<file path="config.mk">
export PLATFORM = sky130hd
export DESIGN_NAME = sap_program_loader
export DESIGN_NICKNAME = d
export VERILOG_FILES = /design/src/rtl/sap_program_loader.sv
export SDC_FILE = /design/constraint.sdc
export NUM_CORES = 1
export LEC_CHECK = 0
export CELL_PAD_IN_SITES_DETAIL_PLACEMENT = 1
export CELL_PAD_IN_SITES_GLOBAL_PLACEMENT = 1
export CORE_ASPECT_RATIO = 0.6
export CORE_MARGIN = 4
export CORE_UTILIZATION = 39
export CTS_BUF_LIST = sky130_fd_sc_hd__clkbuf_2
export CTS_CLUSTER_DIAMETER = 150
export DETAILED_ROUTE_END_ITERATION = 8
export GPL_ROUTABILITY_DRIVEN = 0
export GPL_TIMING_DRIVEN = 1
export PLACE_DENSITY_LB_ADDON = 0.08
export SKIP_CTS_REPAIR_TIMING = 1
export SYNTH_ARGS = -nofsm -noshare
export SYNTH_HDL_FRONTEND = slang
export SYNTH_SLANG_ARGS = --single-unit
</file>
<file path="constraint.sdc">
create_clock -name clk -period 2.9 [get_ports clk]
set_input_delay 0.58 -clock clk [delete_from_list [all_inputs] [get_ports clk]]
set_output_delay 0.58 -clock clk [all_outputs]
set_load 0.02 [all_outputs]
</file>
<file path="src/rtl/sap_program_loader.sv">
// Streams program bytes from a valid/ready source into sap_ram over the W bus.
// Each byte is written as an address phase (maddr latch) followed by a data phase (RAM write).
module sap_program_loader #(
    parameter int unsigned ADDR_WIDTH = 4,
    parameter int unsigned MEM_DEPTH  = 16
) (
    input  logic                  clk,
    input  logic                  reset,
    input  logic                  start,
    input  logic [7:0]            in_data,
    input  logic                  in_valid,
    input  logic                  in_last,
    output logic                  in_ready,
    output logic [7:0]            bus_out,
    output logic                  bus_drive,
    output logic                  maddr_latch,
    output logic                  ram_latch,
    output logic                  cpu_hold,
    output logic                  busy,
    output logic                  done,
    output logic [ADDR_WIDTH:0]   byte_count
);

    typedef enum logic [2:0] {
        S_IDLE,
        S_WAIT_BYTE,
        S_ADDR,
        S_DATA,
        S_DONE
    } state_t;

    localparam logic [ADDR_WIDTH-1:0] LAST_ADDR = ADDR_WIDTH'(MEM_DEPTH - 1);
    localparam logic [ADDR_WIDTH-1:0] ADDR_ONE  = ADDR_WIDTH'(1);
    localparam logic [ADDR_WIDTH:0]   COUNT_ONE = (ADDR_WIDTH + 1)'(1);

    state_t                state_q, state_d;
    logic [ADDR_WIDTH-1:0] addr_q, addr_d;
    logic [7:0]            data_q, data_d;
    logic                  last_q, last_d;
    logic [ADDR_WIDTH:0]   byte_count_q, byte_count_d;

    always_ff @(posedge clk or posedge reset) begin
        if (reset) begin
            state_q      <= S_IDLE;
            addr_q       <= '0;
            data_q       <= '0;
            last_q       <= 1'b0;
            byte_count_q <= '0;
        end else begin
            state_q      <= state_d;
            addr_q       <= addr_d;
            data_q       <= data_d;
            last_q       <= last_d;
            byte_count_q <= byte_count_d;
        end
    end

    always_comb begin
        state_d      = state_q;
        addr_d       = addr_q;
        data_d       = data_q;
        last_d       = last_q;
        byte_count_d = byte_count_q;

        case (state_q)
            S_IDLE: begin
                if (start) begin
                    state_d      = S_WAIT_BYTE;
                    addr_d       = '0;
                    byte_count_d = '0;
                end
            end
            S_WAIT_BYTE: begin
                if (in_valid) begin
                    data_d  = in_data;
                    last_d  = in_last;
                    state_d = S_ADDR;
                end
            end
            S_ADDR: state_d = S_DATA;
            S_DATA: begin
                byte_count_d = byte_count_q + COUNT_ONE;
                // The top location ends the load even without in_last; the address never wraps.
                if (last_q || (addr_q == LAST_ADDR)) begin
                    state_d = S_DONE;
                end else begin
                    addr_d  = addr_q + ADDR_ONE;
                    state_d = S_WAIT_BYTE;
                end
            end
            S_DONE:  state_d = S_IDLE;
            default: state_d = S_IDLE;
        endcase
    end

    // Every output is a decode of registered state, so in_valid never reaches an output combinationally.
    always_comb begin
        in_ready    = 1'b0;
        bus_out     = '0;
        bus_drive   = 1'b0;
        maddr_latch = 1'b0;
        ram_latch   = 1'b0;
        done        = 1'b0;
        cpu_hold    = (state_q != S_IDLE);
        busy        = (state_q != S_IDLE);
        byte_count  = byte_count_q;

        case (state_q)
            S_WAIT_BYTE: in_ready = 1'b1;
            S_ADDR: begin
                bus_drive   = 1'b1;
                bus_out     = 8'(addr_q);
                maddr_latch = 1'b1;
            end
            S_DATA: begin
                bus_drive = 1'b1;
                bus_out   = data_q;
                ram_latch = 1'b1;
            end
            S_DONE:  done = 1'b1;
            default: ;
        endcase
    end

endmodule

</file>
---- Yosys cells after proc, flatten, opt, wreduce, memory -nomap -nowiden ----
Cells that the tools add are included.
word-level totals
  flip-flop bits (word level) ............. 21
  bits in latches ......................... 0
  bits in writable memories ............... 0
  memory bits (read-only) ................. 0
  input bits .............................. 13
  output and inout port bits .............. 20
  word-level logic and storage cells ...... 39
  memories kept ........................... 0
operators by class
  add/sub/neg operators ................... 2
  multiply operators ...................... 0
  div/mod/pow operators ................... 0
  order comparisons ....................... 0
  equality and inequality tests ........... 8
  shift operators ......................... 0
  mux-type cells .......................... 15
  bitwise gates (word level) .............. 0
  reductions and logical operators ........ 9
operators with widths
  cell                   number
  $pmux W8 S2            1
  $pmux W3 S4            1
  $pmux W5 S2            1
  $mux W3                3
  $mux W4                2
  $pmux W4 S2            1
  $eq A3 B2 Y1 const B   2
  $ne A2 B2 Y1 const B   3
  $reduce_and A2 Y1      3
  $add A5 B1 Y5 const B  1
  $mux W1                5
  $mux W5                1
  $add A4 B1 Y4 const B  1
  $eq A4 B4 Y1 const B   1
  $eq A3 B1 Y1 const B   1
  $eq A3 B3 Y1 const B   1
  $logic_not A3 Y1       1
  $reduce_and A3 Y1      1
  $reduce_bool A3 Y1     1
  $reduce_bool A2 Y1     1
  $reduce_or A2 Y1       1
  $logic_or A1 B1 Y1     1

---- Logic depth before layout (Yosys ltp) ----
  depth in word-level cells ............... 4
  gate-level depth with buffers ........... 6

---- Least setup slack after synthesis ----
OpenSTA, ideal clock, no wires.
  path kind ............................... reg-to-output
  start ................................... reg state_q[2]
  end ..................................... out bus_out[4]
  data arrival time ....................... 1.380 ns
  setup slack ............................. 0.940 ns
  stages on the path, launching flop included .. 5
  buffers on the path ..................... 1
  path through ............................ dfrtp_1 nand3b_1 inv_1 clkbuf_1 and2_1
on the way
  cells in the longest elaborated chain, start to end .. 2
ends and longest elaborated chain
  what                      line  RTL
  start: declaration        36    state_t state_q, state_d;
  start signal: assignment  50    state_q <= state_d;
  $eq A3 B2 Y1              108   case (state_q)
  $pmux W8 S2 *             108
  end: declaration          14    output logic [7:0] bus_out,
Mark *: on every way between the ends. The rest lies on a longest branch, timed or not.

---- Final worst setup path ----
  start ................................... reg state_q[1]
  end ..................................... out bus_out[5]
The elaborated chain is that of the path after synthesis.

==> qor.csv <==
stage,metric,value,unit
sta,setup violators final,0,
power_and_ir_drop,Lkg Pwr,0.649,nW
setup_path,CP Capture Type,primary output,
outcome,run status,"finished, final reports clean",
logic_synthesis,prevailing post-synth register cell,dfrtp_1,
clock_tree,clock sinks,21,
floorplan,core region area,2570,sq um
logic_synthesis,Synth top cells by count,"dfrtp_1, mux2_2, nand3_1, inv_1, nor2_1",
setup_path,R2R Path Start,state_q[0]$_DFFE_PP0P_,
grt,GRT overflow,0,
route,drt first-iter violations,74,
layout,Area Growth Syn to Fin,34.8,%
logic_synthesis,count of cell types in the netlist,35,
floorplan,# rows,14,
power_and_ir_drop,pwr dens,1030,nW/um^2
clock_tree,H-tree depth,1,
grt,largest net degree at the start of global routing,22,
setup_path,Setup Crit Path Kind,flop to primary output,
grt,initial antenna violation count,0,
sta,Slew @ Worst Pin,813,ps
clock_tree,clock root buffer,clkbuf_2,
grt,vias in the first global route,1009,
floorplan,Die Wd,76.2,um
place,I/O Buffers,32,
grt,busiest layer in global routing,met2,
logic_synthesis,Syn Area/Cell,11.0,sq um
logic_synthesis,Post-synth ARST share,100,%
clock_tree,Worst-path clk slew,230,ps
logic_synthesis,mapped cell area,1090,sq um
place,placed wire-length estimate,2270,um
grt,routing usage on met3,6.27,%
logic_synthesis,"top cells by area, synth","dfrtp_1, mux2_2, mux2i_1",
clock_tree,CTS Buf Count,3,
sta,Setup TNS Final,0,ps
logic_synthesis,"area leader, netlist",dfrtp_1,
route,Vias,908,
sta,worst hold slack,550,ps
grt,first-pass GRT wire length,5060,um
route,drt first pass iters,4,
grt,overall global routing resource usage,16.9,%
logic_synthesis,synthesis-stage register bit count,21,
route,post-route ant nets,0,
logic_synthesis,most frequent cell after synthesis,dfrtp_1,
logic_synthesis,synth warn,0,
clock_tree,maximum clock insertion buffer count,2,
setup_path,Critical Path RT,2320,ps
power_and_ir_drop,VDD IR-drop max,0.000450,V
logic_synthesis,Post-synth EDFFs,0,
route,WL final,2970,um
sta,Post-Route Skew,20.0,ps
floorplan,die height,48.9,um
clock_tree,Clock Latency Late Sink,350,ps
floorplan,die area,3730,sq um
layout,post-layout util,57.0,%
clock_tree,CTS tree,built,
logic_synthesis,syn_nets,114,
logic_synthesis,top cell type's share of synthesized area,48.3,%
floorplan,Top-Level Pins,33,
sta,Final period util,92.4,%
min_path,Worst Hold Launch,data_q[6]$_DFFE_PP0P_,
sta,worst rel slew slack,45.7,%
setup_path,crit path DAT,2100,ps
grt,GR Util met1,22.2,%
route,# DRC,0,
sta,fin crit period,2680,ps
route,routed len/inst,18.0,um
layout,share of cells above drive strength 1,19.5,%
sta,max-slew violations,0,
power_and_ir_drop,Tot Pwr,1.51,mW
setup_path,Crit. Startpoint,state_q[1]$_DFFE_PP0P_,
layout,# diodes,0,
sta,unrepaired setup endpoints after global routing,false,
flow_run,max-cap violation count,0,
logic_synthesis,sequential area share after synthesis,48.3,%
grt,global-route met2 utilization,26.4,%
setup_path,crit path launch type,flop,
layout,nets,149,
floorplan,Starting Density,42.3,%
min_path,worst min path class,flop to flop,
sta,f_max,373,MHz
sta,final count of hold timing violations,0,
route,Vias/cell,5.50,
setup_path,CP max FO,13,
logic_synthesis,post-synthesis cell count,99,
==> cells by family after synthesis <==
group	share of synthesized area (%)
adder cells (fa/ha/maj)	2.30
XOR/XNOR	0.805
buffers and inverters	4.48
AO/OA/AOI/OAI	10.8
AND/OR/NAND/NOR	20.3
multiplexers	13.0
flip-flops	48.3
==> power by group <==
group | switching (mW) | total [mW] | internal [mW]
Clock | 0.0984 | 0.130 | 0.0321
Sequential | 0.132 | 0.544 | 0.412
Combinational | 0.421 | 0.836 | 0.415
Total | 0.651 | 1.51 | 0.859
==> path summary, 6_finish.rpt <==
check | end | slack [ps] | cells after the start
worst min register to register | data_q[6]$_DFFE_PP0P_ | 550 | 1
max in group asynchronous | byte_count[1]$_DFFE_PP0P_ | 1730 | 2
min in group asynchronous | byte_count[4]$_DFFE_PP0P_ | 650 | 2
worst max register to register | addr_q[2]$_DFFE_PP0P_ | 1180 | 4
worst min-delay path | data_q[6]$_DFFE_PP0P_ | 550 | 1
worst max-delay path | bus_out[5] | 220 | 4
==> stage by stage <==
| step | worst slack (ps) | cell area [sq um] | std cells |
|---|---|---|---|
| finish | 222 | 1470 | 165 |
| CTS | 127 | 1460 | 165 |
| global placement | 594 | 1440 | 161 |
| global route | 86.7 | 1470 | 165 |
| floorplan | 940 | 1090 | 99 |
| detailed placement | 531 | 1440 | 161 |
==> layer usage <==
layer  up-vias  wire [um]
li1        424          -
met1       457       1370
met2        23       1440
met3         4        138
met4         0         21
met5         -          0
==> critical path, cell delays in order (launching register included) <==
cell	delay, ps
dfrtp_1	520
nand3b_1	210
clkinvlp_4	250
and2_1	240
clkdlybuf4s50_1	530
==> layout by cell type (no fill, tap or decap), types with 2 or more instances in the layout <==
cell type / count
nand2_1: 3
o21ai_0: 2
buf_4: 3
mux2i_1: 4
clkbuf_2: 3
nor2_1: 5
a31oi_1: 2
a21oi_1: 3
mux2_2: 9
nand2b_1: 2
ha_1: 2
inv_1: 4
or2_2: 2
a22o_2: 2
nor3b_1: 4
clkinvlp_4: 2
a211o_1: 3
dfrtp_1: 21
and2_1: 4
clkdlybuf4s50_1: 32
nand3_1: 7
==> flip-flops by register name, summed over array words and instances, names as in the netlist <==
name / cells
byte_count: 5
data_q: 8
addr_q: 4
state_q: 3
last_q: 1
==> final cells by class <==
class | instances | area, sq um
clock buffers | 3 | 15.0
clock inverters | 1 | 7.51
fillers | 277 | 1110
multi-input cells | 68 | 514
inverters | 5 | 22.5
repair buffers | 35 | 343
flip-flops and latches | 21 | 526
well taps | 32 | 40.0
(Power assumes the default switching activity.)
